[config.mk]
export PLATFORM = sky130hd
export DESIGN_NAME = seat_hold_mgr_flat
export DESIGN_NICKNAME = d
export VERILOG_FILES = /design/src/rtl/seat_hold_mgr_if.sv /design/src/rtl/seat_hold_mgr.sv /design/src/flat_wrapper.sv
export SDC_FILE = /design/constraint.sdc
export NUM_CORES = 1
export LEC_CHECK = 0
export ABC_AREA = 1
export BUFFER_PORTS_ARGS = -buffer_cell sky130_fd_sc_hd__buf_2
export CAP_MARGIN = 20
export CORE_MARGIN = 4
export CORE_UTILIZATION = 25
export DETAILED_ROUTE_END_ITERATION = 10
export GPL_TIMING_DRIVEN = 0
export MAX_ROUTING_LAYER = met4
export PLACE_DENSITY = 0.53
export SYNTH_ARGS = -nofsm -noshare
export SYNTH_HDL_FRONTEND = slang
export SYNTH_SLANG_ARGS = --single-unit
[constraint.sdc]
create_clock -name clk -period 1.3 [get_ports clk]
set_input_delay 0.26 -clock clk [delete_from_list [all_inputs] [get_ports clk]]
set_output_delay 0.26 -clock clk [all_outputs]
set_load 0.02 [all_outputs]
[src/rtl/seat_hold_mgr_if.sv]
// Seat hold manager bus: request handshake, payment/cancel controls and
// the registered result/status outputs.
interface seat_hold_mgr_if #(
   parameter int NUM_SEATS = 32,
   parameter int SEAT_W    = 5
);
   logic                 req_valid;
   logic [SEAT_W-1:0]    req_seat;
   logic                 req_ready;
   logic                 pay_ok;
   logic                 cancel;
   logic                 grant;
   logic                 reject;
   logic                 booked;
   logic                 timeout;
   logic [SEAT_W-1:0]    hold_seat;
   logic                 busy;
   logic [NUM_SEATS-1:0] seat_map;
   logic [SEAT_W:0]      free_cnt;

   // Booking-flow side: issues requests and payment outcome.
   modport master (
      output req_valid, req_seat, pay_ok, cancel,
      input  req_ready, grant, reject, booked, timeout,
             hold_seat, busy, seat_map, free_cnt
   );

   // Seat manager side.
   modport slave (
      input  req_valid, req_seat, pay_ok, cancel,
      output req_ready, grant, reject, booked, timeout,
             hold_seat, busy, seat_map, free_cnt
   );
endinterface

[src/rtl/seat_hold_mgr.sv]
// Seat inventory and hold manager. Checks one seat request at a time
// against the booked-seat map, holds a free seat while payment runs, and
// ends the hold on payment, cancel or hold-timer expiry.
//
// state | meaning
// ------+------------------------------------------------------------
// IDLE  | ready for a request; pay_ok/cancel ignored
// HOLD  | seat hold_seat reserved; waiting for cancel, pay_ok or expiry
module seat_hold_mgr #(
   parameter int NUM_SEATS   = 32,
   parameter int SEAT_W      = 5,
   parameter int HOLD_CYCLES = 16,
   parameter int TIMER_W     = 5
) (
   input  logic           clk,
   input  logic           rst,
   seat_hold_mgr_if.slave bus
);

   localparam logic [0:0] ST_IDLE = 1'b0;
   localparam logic [0:0] ST_HOLD = 1'b1;

   localparam logic [SEAT_W:0]    SEATS_N   = (SEAT_W+1)'(NUM_SEATS);
   localparam logic [TIMER_W-1:0] HOLD_INIT = TIMER_W'(HOLD_CYCLES - 1);

   logic [0:0]           state;
   logic [TIMER_W-1:0]   timer;
   logic [SEAT_W-1:0]    hold_seat_q;
   logic [NUM_SEATS-1:0] seat_map_q;
   logic [SEAT_W:0]      free_cnt_q;
   logic                 grant_q;
   logic                 reject_q;
   logic                 booked_q;
   logic                 timeout_q;

   logic                 req_out_of_range;
   logic                 req_bad;

   // Request qualification: out-of-range index is checked first so the
   // map lookup is never the deciding term for a nonexistent seat.
   always_comb begin
      req_out_of_range = ({1'b0, bus.req_seat} >= SEATS_N);
      req_bad          = req_out_of_range
                         || seat_map_q[bus.req_seat]
                         || (free_cnt_q == '0);
   end

   // Hold FSM, seat map, free counter, hold timer and result pulses.
   always_ff @(posedge clk) begin
      if (!rst) begin
         state       <= ST_IDLE;
         timer       <= '0;
         hold_seat_q <= '0;
         seat_map_q  <= '0;
         free_cnt_q  <= SEATS_N;
         grant_q     <= 1'b0;
         reject_q    <= 1'b0;
         booked_q    <= 1'b0;
         timeout_q   <= 1'b0;
      end else begin
         grant_q   <= 1'b0;
         reject_q  <= 1'b0;
         booked_q  <= 1'b0;
         timeout_q <= 1'b0;
         case (state)
            ST_IDLE: begin
               if (bus.req_valid) begin
                  if (req_bad) begin
                     reject_q <= 1'b1;
                  end else begin
                     grant_q     <= 1'b1;
                     hold_seat_q <= bus.req_seat;
                     timer       <= HOLD_INIT;
                     state       <= ST_HOLD;
                  end
               end
            end
            ST_HOLD: begin
               if (bus.cancel) begin
                  state <= ST_IDLE;
               end else if (bus.pay_ok) begin
                  seat_map_q[hold_seat_q] <= 1'b1;
                  free_cnt_q              <= free_cnt_q - 1'b1;
                  booked_q                <= 1'b1;
                  state                   <= ST_IDLE;
               end else if (timer == '0) begin
                  timeout_q <= 1'b1;
                  state     <= ST_IDLE;
               end else begin
                  timer <= timer - 1'b1;
               end
            end
            default: state <= ST_IDLE;
         endcase
      end
   end

   // Outputs come straight from flops; busy/req_ready decode the 1-bit state.
   assign bus.req_ready = (state == ST_IDLE);
   assign bus.busy      = (state == ST_HOLD);
   assign bus.grant     = grant_q;
   assign bus.reject    = reject_q;
   assign bus.booked    = booked_q;
   assign bus.timeout   = timeout_q;
   assign bus.hold_seat = hold_seat_q;
   assign bus.seat_map  = seat_map_q;
   assign bus.free_cnt  = free_cnt_q;

endmodule

[src/flat_wrapper.sv]
// flat-port wrapper written by rule: the top's interface ports become plain ports
module seat_hold_mgr_flat 
#(
   parameter int NUM_SEATS   = 32,
   parameter int SEAT_W      = 5,
   parameter int HOLD_CYCLES = 16,
   parameter int TIMER_W     = 5
)
  (clk, rst, bus_req_valid, bus_req_seat, bus_pay_ok, bus_cancel, bus_req_ready, bus_grant, bus_reject, bus_booked, bus_timeout, bus_hold_seat, bus_busy, bus_seat_map, bus_free_cnt);
  seat_hold_mgr_if #(.NUM_SEATS(NUM_SEATS), .SEAT_W(SEAT_W)) bus_i ();
  input  logic clk;
  input  logic rst;
  input wire logic [$bits(bus_i.req_valid)-1:0] bus_req_valid;
  input wire logic [$bits(bus_i.req_seat)-1:0] bus_req_seat;
  input wire logic [$bits(bus_i.pay_ok)-1:0] bus_pay_ok;
  input wire logic [$bits(bus_i.cancel)-1:0] bus_cancel;
  output wire logic [$bits(bus_i.req_ready)-1:0] bus_req_ready;
  output wire logic [$bits(bus_i.grant)-1:0] bus_grant;
  output wire logic [$bits(bus_i.reject)-1:0] bus_reject;
  output wire logic [$bits(bus_i.booked)-1:0] bus_booked;
  output wire logic [$bits(bus_i.timeout)-1:0] bus_timeout;
  output wire logic [$bits(bus_i.hold_seat)-1:0] bus_hold_seat;
  output wire logic [$bits(bus_i.busy)-1:0] bus_busy;
  output wire logic [$bits(bus_i.seat_map)-1:0] bus_seat_map;
  output wire logic [$bits(bus_i.free_cnt)-1:0] bus_free_cnt;
  assign bus_i.req_valid = bus_req_valid;
  assign bus_i.req_seat = bus_req_seat;
  assign bus_i.pay_ok = bus_pay_ok;
  assign bus_i.cancel = bus_cancel;
  assign bus_req_ready = bus_i.req_ready;
  assign bus_grant = bus_i.grant;
  assign bus_reject = bus_i.reject;
  assign bus_booked = bus_i.booked;
  assign bus_timeout = bus_i.timeout;
  assign bus_hold_seat = bus_i.hold_seat;
  assign bus_busy = bus_i.busy;
  assign bus_seat_map = bus_i.seat_map;
  assign bus_free_cnt = bus_i.free_cnt;
  seat_hold_mgr #(.NUM_SEATS(NUM_SEATS), .SEAT_W(SEAT_W), .HOLD_CYCLES(HOLD_CYCLES), .TIMER_W(TIMER_W)) u_core (.clk(clk), .rst(rst), .bus(bus_i));
endmodule
==> results of run 1 <==
==> per-layer routing <==
metal | track usage | vias to the layer above | part of all wire | wire (um)
met1 | 0.170 | 1158 | 0.45 | 3460
met5 | - | - | 0 | 0
met4 | 0.0311 | 0 | 0.0098 | 75
met3 | 0.0325 | 9 | 0.063 | 481
met2 | 0.227 | 62 | 0.48 | 3640
li1 | - | 1279 | - | -
==> Yosys cell counts, types with 2 or more instances <==
cell type,n
ha_1,2
inv_1,38
a21oi_2,2
inv_2,21
o21ai_0,5
buf_1,3
nand3_1,30
nand2_1,84
o21ai_1,2
clkbuf_1,2
nand2_2,2
a21oi_1,39
dfxtp_1,53
nor2_2,3
nor2_1,27
nand3_2,4
buf_6,4
nor3_2,5
nand4_1,3
nor3_1,10
==> cells by family (layout without fill, tap and decap cells) <==
logic type,count (synthesis),count (layout),share of synthesized area
DFF,53,53,0.431
adders and majority gates,2,2,0.0102
buffers and inverters,70,161,0.124
and+or+nand+nor,172,172,0.328
AOI/OAI and AO/OA,50,50,0.107
==> registers in the layout (all words and copies together), names as in the netlist <==
name / count
u_core.bus.booked: 1
u_core.bus.hold_seat: 5
u_core.bus.timeout: 1
u_core.bus.reject: 1
u_core.bus.busy: 1
u_core.bus.seat_map: 32
u_core.timer: 5
u_core.bus.free_cnt: 6
u_core.bus.grant: 1
==> where the power goes <==
part	switching, mW	internal, mW
Sequential	0.0644	1.67
Clock	0.578	0.434
Combinational	0.408	0.234
Total	1.05	2.33
==> worst reg2reg max path, cell delays in order, from the launching register on <==
cell and delay [ns]:
dfxtp_1 0.33, inv_1 0.08, nand2_1 0.06, nand3_1 0.08, nand3_1 0.06, nand3_1 0.10, nand3_2 0.10, nand2_4 0.10
nand3_4 0.13, buf_8 0.19, nor2_1 0.11, nor2_1 0.06
==> final timing paths <==
path / to / slack (ns) / from
hold reg to reg: u_core.timer[4]$_SDFFE_PN0P_ / 0.45 / u_core.timer[4]$_SDFFE_PN0P_
setup / recovery: u_core.bus.hold_seat[3]$_SDFFE_PN0P_ / -0.19 / u_core.bus.seat_map[1]$_SDFFE_PN0P_
setup reg to reg: u_core.bus.hold_seat[3]$_SDFFE_PN0P_ / -0.19 / u_core.bus.seat_map[1]$_SDFFE_PN0P_
hold / removal: u_core.bus.hold_seat[4]$_SDFFE_PN0P_ / 0.24 / bus_req_seat[4]
==> repair_timing <==
action	4_1_cts	5_1_grt
setup buffers	21	5
endpoints found under the setup margin	49	53
pin swaps	20	10
resized for setup	49	48
==> cell type report <==
cell class                      count  area (um2)
Fill cell                         994        5770
Multi-Input combinational cell    224        1410
Sequential cell                    53        1100
Timing Repair Buffer               83         554
Inverter                           60         238
Tap cell                          129         161
Clock buffer                        6        82.6
Buffer                             10        78.8
Clock inverter                      2        13.8
==> metrics by stage <==
| step | hold slack [ns] | instances |
|---|---|---|
| after global placement | 0.434 | 533 |
| after global routing | 0.257 | 567 |
| final | 0.238 | 567 |
| after CTS | 0.235 | 562 |
| after detailed placement | 0.441 | 533 |
| after floorplan | 0.395 | 347 |
==> reports/metrics.yaml, run 1 <==
status: "complete, but fails checks"
violations: "setup timing"
total_power_mw: 3.39
crit_path_start_kind: "flip-flop"
path_max_fanout: 10
place_area_mm2: 0.00298
grt_max_degree: 17
ys_seq_area_frac: 0.431
root_buffer: "clkbuf_8"
final_cell_mix: "nand2_1 (66), buf_2 (56), inv_1 (33)"
numCtsBuffers: 5
path_clk_slew_ns: 0.11
path_class: "reg2reg"
cp_slowest_cell: "dfxtp_1"
die_y_um: 107
yosys.cell_types.count: 28
num_rows: 35
r2r_cells: 11
min_period_ns: 1.49
final_area_mm2: 0.00364
via_count: 2508
area_growth_pct: 47.9
p_per_area_mw_per_mm2: 930
n_antenna_cell: 0
grt_pass1_vias: 2438
worst_slew_pin_slew_ns: 0.709
start_util: 0.261
fin_crit_sh: 1.15
cp_num_cells: 11
wl_per_cell_um: 13.5
fin_skew_ns: 0.0180
hold_viol_final: 0
portBuffers: 57
netlist_area_mm2: 0.00246
drive_gt1_frac: 0.514
async_flop_share: 0
layout_commonest_cell: "nand2_1"
fin_ws_ns: -0.193
critPathTopFamily: "simple AND/OR/NAND/NOR gates"
vdd_ir_drop_max_uv: 602
grt_first_pass_wirelength_um: 12200
die_x_um: 107
drtIter0Drc: 80
grt_use_total: 0.137
rsz0062_at_grt: "yes"
finalWirelength_um: 7650
antenna_found_initial: 0
fmax_mhz: 670
maxSlewViolCount: 0
worst_path_most_repeated_cell: "nand3_1"
crit_chain: "inv_1 -> nand2_1 -> nand3_1 -> nand3_1 -> nand3_1 -> nand3_2 -> nand2_4 -> nand3_4 -> buf_8 -> nor2_1 -> nor2_1"
routabilityCongestion: 0.838
final_util: 0.387
ys_ff_latch: 53
synth_nets: 359
fin_nets: 449
post-dp-hpwl_um: 5350
ios: 59
relSlewSlack: 0.528
avgSynthCellArea_um2: 7.09
hp-class: "in2reg"
yosysTopAreaCell: "dfxtp_1"
p_leak_nw: 1.72
worstPathArrival_ns: 1.70
grt_overflow_total: 0
cts-htree-levels: 2
required_ns: 1.51
finalSetupViolCount: 45
drc_errors: 0
cap_violations: 0
synth_top_cells_by_area: "dfxtp_1 (43%), nand2_1 (13%), a21oi_1 (7.9%)"
ys_warn_count: 0
synth_edf_count: 0
hold_buffers: 0
ant_nets: 0
cts_tree: "yes"
hold_path_depth: 3
critPathMaxStageDelay_ns: 0.33
clkLatencyLatePin_ns: 0.32
first_pass_iters: 4
core_area_mm2: 0.00942
tritoncts_num_sinks: 53
cp_num_buf_inv: 2
cp-end-kind: "flip-flop"
die-area_mm2: 0.0115
routed_via_density: 4.42
clock_path_buffers: 2
timing.setup.tns_ns: -5.23
netlist.area_leader.share: 0.431
syn_inst: 347
pre_cts_slack_ns: -0.566
yosys_most_used_dff: "dfxtp_1"
No activity file was read; power rests on OpenSTA's default activity.
==> run 2, diff against run 1 <==
CTS_CLUSTER_SIZE = 25   (was unset)
RECOVER_POWER = 25   (was unset)
TNS_END_PERCENT = 20   (was unset)
==> reports/metrics.yaml, run 2 (synthesis gave the netlist of run 1 again) <==
status: "complete, but fails checks"
violations: "setup timing"
cts_tree: "yes"
drc_errors: 0
layout_commonest_cell: "nand2_1"
cp_slowest_cell: "dfxtp_4"
r2r_end: "u_core.bus.seat_map[2]$_SDFFE_PN0P_"
first_pass_iters: 4
drtIter0Drc: 101
die-area_mm2: 0.0115
die_y_um: 107
cap_violations: 0
finalSetupViolCount: 44
path_max_fanout: 8
n_antenna_cell: 0
timing.setup.tns_ns: -5.34
ant_nets: 0
maxSlewViolCount: 0
fin_ws_ns: -0.169
crit_chain: "inv_6 -> nor3_4 -> buf_4 -> inv_8 -> nor3_4 -> buf_12 -> nand2_1 -> a21oi_2"
final_area_mm2: 0.00339
worst_path_most_repeated_cell: "nor3_4"
start_util: 0.261
path_clk_slew_ns: 0.10
clock_path_buffers: 2
core_area_mm2: 0.00942
area_growth_pct: 37.8
hold_viol_final: 0
r2r_cells: 8
fmax_mhz: 681
critPathTopFamily: "buffers and inverters"
gr-usage-met1: 0.173
grt_pass1_vias: 2272
hp-class: "in2reg"
multi_input_area_mm2: 0.00125
cp-end-kind: "flip-flop"
fillers: 1034
r2r_slack_ns: -0.17
reg2reg_from: "u_core.bus.busy$_SDFF_PN0_"
finalWirelength_um: 7260
wl_per_cell_um: 12.9
grt_max_degree: 17
cts-htree-levels: 2
use_met2: 0.210
startpoint: "u_core.bus.busy$_SDFF_PN0_"
num_rows: 35
grt_use_total: 0.131
rsz0062_at_grt: "yes"
largest_register_ffs: 32
tritoncts_num_sinks: 53
grt_use_met3: 0.0253
cp_num_buf_inv: 4
routabilityCongestion: 0.838
critPathMaxStageDelay_ns: 0.39
p_leak_nw: 1.54
crit_path_start_kind: "flip-flop"
grt_first_pass_wirelength_um: 11600
p_per_area_mw_per_mm2: 1030
worst_slew_pin_slew_ns: 0.605
grt_overflow_total: 0
via_count: 2454
final_cell_mix: "nand2_1 (83), buf_2 (44), dfxtp_1 (35)"
required_ns: 1.54
grt_most_used_layer: "met2"
fin_nets: 444
cp-endpoint: "u_core.bus.seat_map[2]$_SDFFE_PN0P_"
relSlewSlack: 0.596
drive_gt1_frac: 0.390
worstPathArrival_ns: 1.71
place_area_mm2: 0.00294
ios: 59
post-dp-hpwl_um: 5310
min_period_ns: 1.47
root_buffer: "clkbuf_8"
routed_via_density: 4.37
clkLatencyLatePin_ns: 0.31
vdd_ir_drop_max_uv: 492
numCtsBuffers: 5
cp_num_cells: 8
portBuffers: 57
path_class: "reg2reg"
antenna_found_initial: 0
fin_skew_ns: 0.0122
fin_crit_sh: 1.13
die_x_um: 107
regArea_mm2: 0.00109
## run 2: cell types whose count changed in the layout (fill, tap and decap cells not counted), sizes merged
cell      before  now
clkbuf         8   21
clkinv         2    1
inv           60   59
bufinv         0    1
buf           91   72
nand2         87   88
clkinvlp       0    1
## run 2: tightest hold or removal path, cell delays in order
cell and delay, ns:
buf_2 0.13, nor2_1 0.05, nor2_1 0.08
## run 2: stage by stage
stage	util	setup slack [ns]	cells	power [mW]	hold slack (ns)
6_report	0.360	-0.169	562	3.51	0.250
3_5_place_dp	0.312	-0.529	533	2.25	0.436
4_1_cts	0.355	-0.167	560	3.52	0.237
3_3_place_gp	0.312	-0.518	533	2.24	0.430
5_1_grt	0.360	-0.301	562	3.68	0.238
2_1_floorplan	-	-0.148	347	2.10	0.395
## run 2: worst min path at each step
stage | start | endpoint | slack, ns | depth (start not counted)
2_1_floorplan | bus_req_seat[1] | u_core.bus.hold_seat[1]$_SDFFE_PN0P_ | 0.39 | 2
3_3_place_gp | u_core.timer[4]$_SDFFE_PN0P_ | u_core.timer[4]$_SDFFE_PN0P_ | 0.43 | 2
3_5_place_dp | u_core.timer[4]$_SDFFE_PN0P_ | u_core.timer[4]$_SDFFE_PN0P_ | 0.44 | 2
4_1_cts | bus_req_seat[4] | u_core.bus.hold_seat[4]$_SDFFE_PN0P_ | 0.24 | 3
5_1_grt | bus_req_seat[4] | u_core.bus.hold_seat[4]$_SDFFE_PN0P_ | 0.24 | 3
6_report | bus_req_seat[4] | u_core.bus.hold_seat[4]$_SDFFE_PN0P_ | 0.25 | 3
## run 2: layout make-up
cell class / instances / share of cell area
multi-input cells: 225 / 0.368
flip-flops and latches: 53 / 0.320
repair buffers: 77 / 0.134
inverters: 60 / 0.0712
well taps: 129 / 0.0476
clock buffers: 6 / 0.0243
plain buffers: 10 / 0.0232
clock inverters: 2 / 0.0111
## run 2: power breakdown
| group | switching, mW | total, mW | internal, mW |
|---|---|---|---|
| Clock | 0.571 | 1.20 | 0.627 |
| Sequential | 0.0560 | 1.73 | 1.67 |
| Combinational | 0.373 | 0.584 | 0.210 |
## run 2: timing repair
item,in CTS,in global routing
gates resized for setup,37,27
gates cloned,1,0
buffers inserted,18,3
hold buffers,0,0
endpoints found under the setup margin,48,51
hold endpoints to repair,0,0
pin swaps,10,15
## run 2: per-layer routing
metal | vias to the layer above | part of all wire
met2 | 51 | 0.47
met1 | 1128 | 0.47
met3 | 2 | 0.054
li1 | 1273 | -
met4 | 0 | 0.0043
met5 | - | 0
